File: src/rtl/elevator_pkg.sv
// Shared types and default parameters for the SCAN elevator controller.
package elevator_pkg;

    typedef enum logic [1:0] {
        IDLE      = 2'd0,
        MOVE_UP   = 2'd1,
        MOVE_DOWN = 2'd2,
        DOOR_OPEN = 2'd3
    } elev_state_t;

    localparam int DEF_NUM_FLOORS    = 16;
    localparam int DEF_TRAVEL_CYCLES = 4;
    localparam int DEF_DOOR_CYCLES   = 8;

endpackage

File: src/rtl/elevator_req_mask.sv
// Pending-request bitmask with the floor-relative reductions the SCAN decision needs.
module elevator_req_mask #(
    parameter int NUM_FLOORS = 16,
    parameter int FLOOR_W    = $clog2(NUM_FLOORS)
) (
    input  logic                  clk,
    input  logic                  reset,
    input  logic                  set_en,
    input  logic [FLOOR_W-1:0]    set_idx,
    input  logic                  clr_en,
    input  logic [FLOOR_W-1:0]    clr_idx,
    input  logic [FLOOR_W-1:0]    cur_floor,
    output logic [NUM_FLOORS-1:0] pending,
    output logic                  any_above,
    output logic                  any_below,
    output logic                  here,
    output logic                  next_up,
    output logic                  next_down
);

    logic [NUM_FLOORS-1:0] set_vec;
    logic [NUM_FLOORS-1:0] clr_vec;

    // next_up/next_down expose the bit of the floor the car is about to step onto.
    always_comb begin
        set_vec   = '0;
        clr_vec   = '0;
        any_above = 1'b0;
        any_below = 1'b0;
        here      = 1'b0;
        next_up   = 1'b0;
        next_down = 1'b0;
        for (int i = 0; i < NUM_FLOORS; i++) begin
            if (set_en && set_idx == FLOOR_W'(i)) set_vec[i] = 1'b1;
            if (clr_en && clr_idx == FLOOR_W'(i)) clr_vec[i] = 1'b1;
            if (FLOOR_W'(i) > cur_floor) any_above = any_above | pending[i];
            if (FLOOR_W'(i) < cur_floor) any_below = any_below | pending[i];
            if (FLOOR_W'(i) == cur_floor) here = pending[i];
            if (i > 0 && FLOOR_W'(i - 1) == cur_floor) next_up = pending[i];
            if (i < NUM_FLOORS - 1 && FLOOR_W'(i + 1) == cur_floor) next_down = pending[i];
        end
    end

    // Clear is only raised when the car stops at that floor, so it wins a same-edge set.
    always_ff @(posedge clk or negedge reset) begin
        if (!reset) begin
            pending <= '0;
        end else begin
            pending <= (pending | set_vec) & ~clr_vec;
        end
    end

endmodule

File: src/rtl/elevator_scan_controller.sv
// SCAN-order elevator car controller: latches floor requests, times travel and door dwell.
module elevator_scan_controller
    import elevator_pkg::*;
#(
    parameter  int NUM_FLOORS    = DEF_NUM_FLOORS,
    parameter  int TRAVEL_CYCLES = DEF_TRAVEL_CYCLES,
    parameter  int DOOR_CYCLES   = DEF_DOOR_CYCLES,
    localparam int FLOOR_W       = $clog2(NUM_FLOORS)
) (
    input  logic                  clk,
    input  logic                  reset,
    input  logic                  req_valid,
    input  logic [FLOOR_W-1:0]    req_floor,
    output logic                  req_err,
    output logic [FLOOR_W-1:0]    current_floor,
    output logic                  moving_up,
    output logic                  moving_down,
    output logic                  door_open,
    output logic                  idle,
    output logic [NUM_FLOORS-1:0] pending,
    output logic [1:0]            state_dbg
);

    localparam int TW = $clog2(TRAVEL_CYCLES + 1);
    localparam int DW = $clog2(DOOR_CYCLES + 1);
    localparam logic [TW-1:0]      TRAVEL_LAST = TW'(TRAVEL_CYCLES - 1);
    localparam logic [DW-1:0]      DOOR_LOAD   = DW'(DOOR_CYCLES);
    localparam logic [FLOOR_W-1:0] TOP_FLOOR   = FLOOR_W'(NUM_FLOORS - 1);

    elev_state_t        state, dec_state;
    logic               dir_up, dec_dir;
    logic [TW-1:0]      travel_cnt;
    logic [DW-1:0]      door_cnt;
    logic               in_range, req_ok, at_door_floor, reload, set_en;
    logic               step_now, door_done, decide;
    logic               clr_en;
    logic [FLOOR_W-1:0] clr_idx;
    logic               any_above, any_below, here, next_up, next_down;

    assign in_range      = 32'(req_floor) < 32'(NUM_FLOORS);
    assign req_ok        = req_valid && in_range;
    assign at_door_floor = (state == DOOR_OPEN) && (req_floor == current_floor);
    assign reload        = req_ok && at_door_floor;
    assign set_en        = req_ok && !at_door_floor;
    assign step_now      = (state == MOVE_UP || state == MOVE_DOWN) && travel_cnt == TRAVEL_LAST;
    assign door_done     = (state == DOOR_OPEN) && door_cnt == DW'(1) && !reload;
    assign decide        = (state == IDLE) || door_done;

    elevator_req_mask #(.NUM_FLOORS(NUM_FLOORS), .FLOOR_W(FLOOR_W)) u_mask (
        .clk       (clk),
        .reset     (reset),
        .set_en    (set_en),
        .set_idx   (req_floor),
        .clr_en    (clr_en),
        .clr_idx   (clr_idx),
        .cur_floor (current_floor),
        .pending   (pending),
        .any_above (any_above),
        .any_below (any_below),
        .here      (here),
        .next_up   (next_up),
        .next_down (next_down)
    );

    // SCAN priority: serve here, keep going up, else go down, else turn up.
    always_comb begin
        dec_state = IDLE;
        dec_dir   = dir_up;
        if (here)                    dec_state = DOOR_OPEN;
        else if (dir_up && any_above) dec_state = MOVE_UP;
        else if (any_below) begin
            dec_state = MOVE_DOWN;
            dec_dir   = 1'b0;
        end else if (any_above) begin
            dec_state = MOVE_UP;
            dec_dir   = 1'b1;
        end
    end

    always_comb begin
        clr_en  = 1'b0;
        clr_idx = current_floor;
        if (decide) begin
            clr_en = here;
        end else if (step_now && state == MOVE_UP && next_up) begin
            clr_en  = 1'b1;
            clr_idx = current_floor + FLOOR_W'(1);
        end else if (step_now && state == MOVE_DOWN && next_down) begin
            clr_en  = 1'b1;
            clr_idx = current_floor - FLOOR_W'(1);
        end
    end

    always_ff @(posedge clk or negedge reset) begin
        if (!reset) begin
            state         <= IDLE;
            dir_up        <= 1'b1;
            current_floor <= '0;
            travel_cnt    <= '0;
            door_cnt      <= '0;
            req_err       <= 1'b0;
        end else begin
            req_err <= req_valid && !in_range;
            if (decide) begin
                state      <= dec_state;
                dir_up     <= dec_dir;
                travel_cnt <= '0;
                door_cnt   <= (dec_state == DOOR_OPEN) ? DOOR_LOAD : '0;
            end else begin
                case (state)
                    MOVE_UP, MOVE_DOWN: begin
                        if (step_now) begin
                            travel_cnt    <= '0;
                            current_floor <= (state == MOVE_UP) ? current_floor + FLOOR_W'(1)
                                                                : current_floor - FLOOR_W'(1);
                            if (clr_en) begin
                                state    <= DOOR_OPEN;
                                door_cnt <= DOOR_LOAD;
                            end
                        end else begin
                            travel_cnt <= travel_cnt + TW'(1);
                        end
                    end
                    DOOR_OPEN: door_cnt <= reload ? DOOR_LOAD : door_cnt - DW'(1);
                    default: ;
                endcase
            end
        end
    end

    assign moving_up   = (state == MOVE_UP);
    assign moving_down = (state == MOVE_DOWN);
    assign door_open   = (state == DOOR_OPEN);
    assign idle        = (state == IDLE) && (pending == '0);
    assign state_dbg   = state;

    step_in_range_a: assert property (@(posedge clk) disable iff (!reset)
        !(step_now && ((state == MOVE_UP && current_floor == TOP_FLOOR) ||
                       (state == MOVE_DOWN && current_floor == '0))));

endmodule
File: config.mk
export PLATFORM = sky130hd
export DESIGN_NAME = elevator_scan_controller
export DESIGN_NICKNAME = d
export VERILOG_FILES = /design/src/rtl/elevator_pkg.sv /design/src/rtl/elevator_req_mask.sv /design/src/rtl/elevator_scan_controller.sv
export SDC_FILE = /design/constraint.sdc
export NUM_CORES = 1
export LEC_CHECK = 0
export CAP_MARGIN = 10
export CELL_PAD_IN_SITES_DETAIL_PLACEMENT = 1
export CELL_PAD_IN_SITES_GLOBAL_PLACEMENT = 2
export CORE_ASPECT_RATIO = 0.6
export CORE_UTILIZATION = 34
export DETAILED_ROUTE_END_ITERATION = 10
export PLACE_DENSITY = 0.82
export SLEW_MARGIN = 10
export SYNTH_ARGS = -nofsm -noshare
export SYNTH_HDL_FRONTEND = slang
export SYNTH_SLANG_ARGS = --single-unit
File: constraint.sdc
create_clock -name clk -period 4.3 [get_ports clk]
set_clock_uncertainty 0.15 [all_clocks]
set_input_delay 0.86 -clock clk [delete_from_list [all_inputs] [get_ports clk]]
set_output_delay 0.86 -clock clk [all_outputs]
set_load 0.01 [all_outputs]
# After elaboration in Yosys (flattened, before gate mapping)
# Cells that the tools add are included.
# W data, S select, Z words.
[word_totals] register_bits=30 input_bits=7 output_inout_bits=27 word_cells=331
[classes] add_sub_neg=4 order_cmp=32 eq_ne=54 muxes=136 bitwise=36 n_reduce_logical=63
[op_table] operator="$mux W1" count=116
[op_table] operator="$eq A4 B4 Y1 const B" count=16
[op_table] operator="$logic_and A1 B1 Y1" count=44
[op_table] operator="$mux W4" count=9
[op_table] operator="$eq A4 B3 Y1 const B" count=8
[op_table] operator="$eq A4 B4 Y1 const A" count=8
[op_table] operator="$gt A4 B4 Y1 const A" count=8
[op_table] operator="$lt A4 B4 Y1 const A" count=8
[op_table] operator="$or A1 B1 Y1" count=30
[op_table] operator="$and A16 B16 Y16" count=1
[op_table] operator="$eq A3 B4 Y1 const A" count=4
[op_table] operator="$eq A4 B2 Y1 const B" count=4
[op_table] operator="$gt A3 B4 Y1 const A" count=4
[op_table] operator="$logic_not A16 Y1" count=1
[op_table] operator="$lt A3 B4 Y1 const A" count=4
[op_table] operator="$not A16 Y16" count=1
[op_table] operator="$or A16 B16 Y16" count=1
[op_table] operator="$mux W2" count=7
[op_table] operator="$eq A4 B1 Y1 const B" count=3
[op_table] operator="$logic_not A4 Y1" count=3
[op_table] operator="$mux W3" count=3
[op_table] operator="$reduce_and A3 Y1" count=3
[op_table] operator="$eq A2 B4 Y1 const A" count=2
[op_table] operator="$gt A1 B4 Y1 const A" count=2
[op_table] operator="22 further kinds" count=35

# Longest topological paths before layout
# Gate-level depths: netlist (run 1).
[depth] depth_word=39 depth_mapped=12 ltp_nobuf=10

# Cells and area by module
# From an unflattened synthesis (run 1), not the netlist that was laid out.
[unflattened] hier_cells=332 hier_area_um2=2657.5
[modules_own_cells] mod="elevator_req_mask" instances=1 cells_per_inst=198 area_per_inst_um2=1480.2 seq_area_each_um2=400.4
[modules_own_cells] mod="elevator_scan_controller" instances=1 cells_per_inst=134 area_per_inst_um2=1177.4 seq_area_each_um2=351.6

# Least setup slack after synthesis (run 1)
# OpenSTA, ideal clock, no wires.
[synth_path] path_type="register to register" start="register current_floor[0]" end="register u_mask.pending[15]" setup_ns=0.140 t_arrival_ns=3.164 required_time_ns=4.010 path_slack_ns=0.847 path_stages_with_launch=12 path_buffers=2 period_less_slack_ns=3.453 cell_sequence="dfrtp_1 > clkinv_1 > ha_1 > buf_4 > buf_2 > o211ai_1 > o2111ai_1 > o32ai_4 > or4b_1 > a21oi_4 > xor2_2 > a31oi_1"
[synth_via] elab_chain_cells=25 elab_cells_between_ends=88 classes_between="add/sub: 2; eq/ne: 17; mux: 54; bitwise: 3; reduce/logical: 12"
[synth_rtl] element="start, declared" line_no="elevator_scan_controller.sv:15" text="output logic [FLOOR_W-1:0] current_floor,"
[synth_rtl] element="start signal, assigned" line_no="elevator_scan_controller.sv:114" text="current_floor <= (state == MOVE_UP) ? current_floor + FLOOR_W'(1)"
[synth_rtl] element="$eq A1 B4 Y1" line_no="elevator_req_mask.sv:38, elevator_req_mask.sv:39, elevator_req_mask.sv:40"
[synth_rtl] element="$mux W1 (15 in a row)" line_no="elevator_req_mask.sv:40" text="if (i < NUM_FLOORS - 1 && FLOOR_W'(i + 1) == cur_floor) next_down = pending[i];"
[synth_rtl] element="$logic_and A1 B1 Y1" line_no="elevator_scan_controller.sv:88" text="end else if (step_now && state == MOVE_DOWN && next_down) begin"
[synth_rtl] element="$mux W4" line_no="elevator_scan_controller.sv:88"
[synth_rtl] element="$mux W4" line_no="elevator_scan_controller.sv:85" text="end else if (step_now && state == MOVE_UP && next_up) begin"
[synth_rtl] element="$mux W4" line_no="elevator_scan_controller.sv:83" text="if (decide) begin"
[synth_rtl] element="$eq A4 B4 Y1" line_no="elevator_req_mask.sv:35" text="if (clr_en && clr_idx == FLOOR_W'(i)) clr_vec[i] = 1'b1;"
[synth_rtl] element="$logic_and A1 B1 Y1" line_no="elevator_req_mask.sv:35"
[synth_rtl] element="$mux W1" line_no="elevator_req_mask.sv:35"
[synth_rtl] element="$not A16 Y16" line_no="elevator_req_mask.sv:49" text="pending <= (pending | set_vec) & ~clr_vec;"
[synth_rtl] element="$and A16 B16 Y16 (*)" line_no="elevator_req_mask.sv:49"
[synth_rtl] element="end signal, assigned" line_no="elevator_req_mask.sv:49"
[synth_rtl] element="end, declared" line_no="elevator_req_mask.sv:13" text="output logic [NUM_FLOORS-1:0] pending,"
# Mark *: on every way between the ends. The rest lies on a longest branch, timed or not.
# A chain may end at the register's enable or synchronous reset.

# Worst setup path in the final report (run 1)
[layout_path] start="register current_floor[1]" end="register u_mask.pending[3]"
[layout_via] elab_chain_cells=25 elab_cells_between_ends=88 classes_between="add/sub: 2; eq/ne: 17; mux: 54; bitwise: 3; reduce/logical: 12"
[layout_rtl] element="$eq A1 B4 Y1" line_no="elevator_req_mask.sv:38, elevator_req_mask.sv:39, elevator_req_mask.sv:40"
[layout_rtl] element="$mux W1 (15 in a row)" line_no="elevator_req_mask.sv:40"
[layout_rtl] element="$logic_and A1 B1 Y1" line_no="elevator_scan_controller.sv:88"
[layout_rtl] element="$mux W4" line_no="elevator_scan_controller.sv:88"
[layout_rtl] element="$mux W4" line_no="elevator_scan_controller.sv:85"
[layout_rtl] element="$mux W4" line_no="elevator_scan_controller.sv:83"
[layout_rtl] element="$eq A4 B2 Y1" line_no="elevator_req_mask.sv:35"
[layout_rtl] element="$logic_and A1 B1 Y1" line_no="elevator_req_mask.sv:35"
[layout_rtl] element="$mux W1" line_no="elevator_req_mask.sv:35"
[layout_rtl] element="$not A16 Y16" line_no="elevator_req_mask.sv:49"
[layout_rtl] element="$and A16 B16 Y16 (*)" line_no="elevator_req_mask.sv:49"
# Marked as above.

==> run summary, run 1 <==
Reg2reg end: u_mask.pending[3]
Ys Warns: 0
Finished Cell Area: 0.00344 mm^2
Post-DRT Antenna Nets: 0
Vias in the first global route: 2,991
CP max stage cell: ha_1
First-pass GRT wire length: 17,300 um
Multi-input logic area: 0.00190 mm^2
Htree depth: 2
DP Worst Slack: 0.305 ns
Seq/Total Area, Yosys: 26.5%
Placer congestion estimate: 0.916
Clock Path Buffers: 2
Worst-margin pin slew: 0.792 ns
Crit end category: flip-flop
Crit path time final: 3.87 ns
CTS tree: built
ANT cells: 0
Setup violations, final: 0
CP required: 4.28 ns
Top delay family on crit path: compound AO/OA/AOI/OAI gates
Final WL: 10,900 um
GRT Resource Usage Total: 26.2%
Max_cap viols: 0
Cts repair resizes: 0
Clock latency at the later pin of the worst-skew pair: 0.28 ns
Adder-Cell Fraction of Synth Area: 4.85%
Largest net degree at the start of global routing: 31
Cts-stage hold buffer count: 0
Final hold vios: 0
Post-Syn Area: 0.00284 mm^2
Clk sinks: 30
Core Footprint: 0.00798 mm^2
DP Area: 0.00327 mm^2
Outcome: completed
Post-synth cell types: 73
Mux cell area share after synthesis: 1.06%
Design Power: 2.74 mW
WL per Instance: 22.1 um
Cell-by-cell trace of the critical path: ha_1, inv_1, nand3_1, a22oi_2, a311oi_2, nor2_1, mux2i_1, o21ai_1, a31oi_1
Crit path buffers/inverters: 1
Worst setup SP type: flip-flop
Via count: 3,087
Layout cells sized above 1: 9.38%
Die area: 0.00874 mm^2
HPWL after DPL: 7950 um
Cells after synthesis: 356
Initial Util: 35.6%
Rel. slew slack: 47.2%
Initial antenna violation count: 0
Nets: 401
Tcrit/Tclk final: 90.0%
Fillers: 967
Hold Path Origin: dir_up
CTS Root Cell: clkbuf_16
Register area: 752 um^2
CTS Buf Count: 5
VDD IR max: 0.324 mV
Setup ws final: 0.429 ns
Residual DRC count: 0
Post-synth EDFFs: 0
Commonest non-fill, non-tap cell in the layout: a21oi_1
Critical Path Max Stage Delay: 0.70 ns
Main combinational cell family by area after synthesis: compound AO/OA/AOI/OAI gates
Critical Setup Path Class: flip-flop to flip-flop
Iteration-0 DRC count of the detailed router: 300
Xor-xnor portion of the synthesized cell area: 4.23%
Die W: 120 um
Setup Buffers After CTS: 0
Power per cell area: 798 mW/mm^2
Fmax: 0.258 GHz
Remaining Overflow, GRT: 0
CP Max Fanout: 21
Worst hold margin: 0.373 ns
Worst hold path class: flip-flop to flip-flop
Crit Reg-Reg Startpoint: current_floor[1]
WHS Endpoint: dir_up
Reg2reg setup slack: 0.43 ns
Crit path DAT: 3.85 ns
Synth Area in Compound Gates: 35.3%
#FFs+latches synth: 30
Cell row count: 25
TritonRoute pass-1 iters: 4
Mapped Nets: 374
Fin Setup TNS: 0 ns
R2R depth: 9
IO buf count: 32
I/O Pins: 34
P_leak: 1.31 nW
Die Y: 72.8 um
Slew Limit Fails: 0
Main synth FF type: dfrtp_1
FFs w/ async S/R, synth: 100%
DR vias/cell: 6.27
Syn Area/Cell: 7.98 um^2
Area Overhead vs Synth: 21.0%
Commonest non-fill, non-tap cells in the layout: 42 x a21oi_1, 32 x clkdlybuf4s50_1, 29 x dfrtp_1
Clk pin slew, worst setup/hold paths: 0.05 ns
RSZ-0062 raised after global routing: no
Min-Delay Path Depth: 2
Simple-gate portion of the synthesized area: 21.3%
[synthesized netlist by cell type, types with 3 or more instances]
master | n | area (um^2)
xnor2_1 | 4 | 35.0
o21ai_0 | 19 | 95.1
mux2i_1 | 3 | 30.0
buf_4 | 3 | 22.5
inv_1 | 15 | 56.3
buf_2 | 10 | 50.1
o211ai_1 | 4 | 30.0
nor2_1 | 19 | 71.3
a21oi_1 | 42 | 210
nor3b_1 | 3 | 22.5
a22oi_1 | 4 | 30.0
ha_1 | 11 | 138
and3_1 | 4 | 25.0
a221oi_1 | 3 | 26.3
o2111ai_1 | 3 | 26.3
dfrtp_1 | 29 | 726
nand2b_1 | 10 | 62.6
buf_1 | 4 | 15.0
and2_1 | 3 | 18.8
o22ai_1 | 6 | 37.5
a211oi_1 | 4 | 30.0
a31oi_1 | 23 | 144
nand3b_1 | 3 | 22.5
nand3_1 | 11 | 55.1
xor2_1 | 6 | 52.6
nand2_1 | 26 | 97.6
nor3_1 | 7 | 35.0
nor4_1 | 6 | 37.5
nor2b_1 | 8 | 50.1
o21a_1 | 4 | 30.0
clkbuf_1 | 7 | 26.3
[metal layers]
metal	wire, um	up-vias	GRT usage (%)
met5	0	-	0
met4	210	0	7.36
met3	862	24	5.94
met2	4480	144	37.0
met1	5350	1519	39.4
li1	-	1400	-
[how the worst max path moves through the flow]
stage | from | to | slack (ns) | depth (start not counted)
6_report | current_floor[1] | u_mask.pending[3] | 0.43 | 9
4_1_cts | current_floor[1] | u_mask.pending[15] | 0.48 | 9
2_1_floorplan | current_floor[0] | u_mask.pending[15] | 0.85 | 11
5_1_grt | current_floor[1] | u_mask.pending[14] | 0.12 | 9
3_3_place_gp | req_floor[2] | door_cnt[3] | 0.40 | 9
3_5_place_dp | req_floor[2] | door_cnt[3] | 0.31 | 9
[cell type report]
class                   instances  area share [%]
clock buffers                   8            4.84
inverters                      16            1.75
multi-input cells             284            55.2
flip-flops and latches         30            21.9
well taps                     108            3.93
repair buffers                 46            12.4
[worst reg2reg max path: stages, from the launching register on]
cell      delay (ns)
dfrtp_1         0.45
ha_1            0.70
inv_1           0.35
nand3_1         0.20
a22oi_2         0.09
a311oi_2        0.62
nor2_1          0.24
mux2i_1         0.17
o21ai_1         0.54
a31oi_1         0.19
[flip-flops by register name, summed over array words and instances, names as in the netlist]
register,count
current_floor,4
dir_up,1
door_cnt,4
state_dbg,2
travel_cnt,3
u_mask.pending,16
[cells by family (layout without fill, tap and decap cells)]
| group | Yosys count | after routing |
|---|---|---|
| adders and majority gates | 11 | 11 |
| muxes | 3 | 3 |
| other | 1 | 1 |
| AOI/OAI and AO/OA | 145 | 145 |
| xor gates and xnor gates | 12 | 12 |
| and+or+nand+nor | 112 | 112 |
| buffers and inverters | 42 | 70 |
| DFF | 30 | 30 |
[through the flow]
| step | std cells | util (%) |
|---|---|---|
| after floorplan | 356 | - |
| after global placement | 484 | 41.0 |
| after detailed placement | 484 | 41.0 |
| after CTS | 492 | 43.1 |
| after global routing | 492 | 43.1 |
| final | 492 | 43.1 |
[power by group]
part	total [mW]	switching (mW)	internal [mW]
Clock	0.393	0.131	0.262
Sequential	0.666	0.273	0.393
Combinational	1.68	0.985	0.700
No activity file was read; power rests on OpenSTA's default activity.
==> inputs of run 2 (changes only) <==
--- a/config.mk
+++ b/config.mk
@@ -10,6 +10,7 @@
 export CELL_PAD_IN_SITES_GLOBAL_PLACEMENT = 2
 export CORE_ASPECT_RATIO = 0.6
 export CORE_UTILIZATION = 34
+export CTS_CLUSTER_SIZE = 12
 export DETAILED_ROUTE_END_ITERATION = 10
 export PLACE_DENSITY = 0.82
 export SLEW_MARGIN = 10
==> results of run 2 <==
No change in the layout: final DEF, timing and power equal those of run 1.
==> inputs of run 3 (changes only) <==
--- a/config.mk
+++ b/config.mk
@@ -17,3 +17,4 @@
 export SYNTH_ARGS = -nofsm -noshare
 export SYNTH_HDL_FRONTEND = slang
 export SYNTH_SLANG_ARGS = --single-unit
+export TNS_END_PERCENT = 10
==> results of run 3 <==
No change in the layout: final DEF, timing and power equal those of run 1.
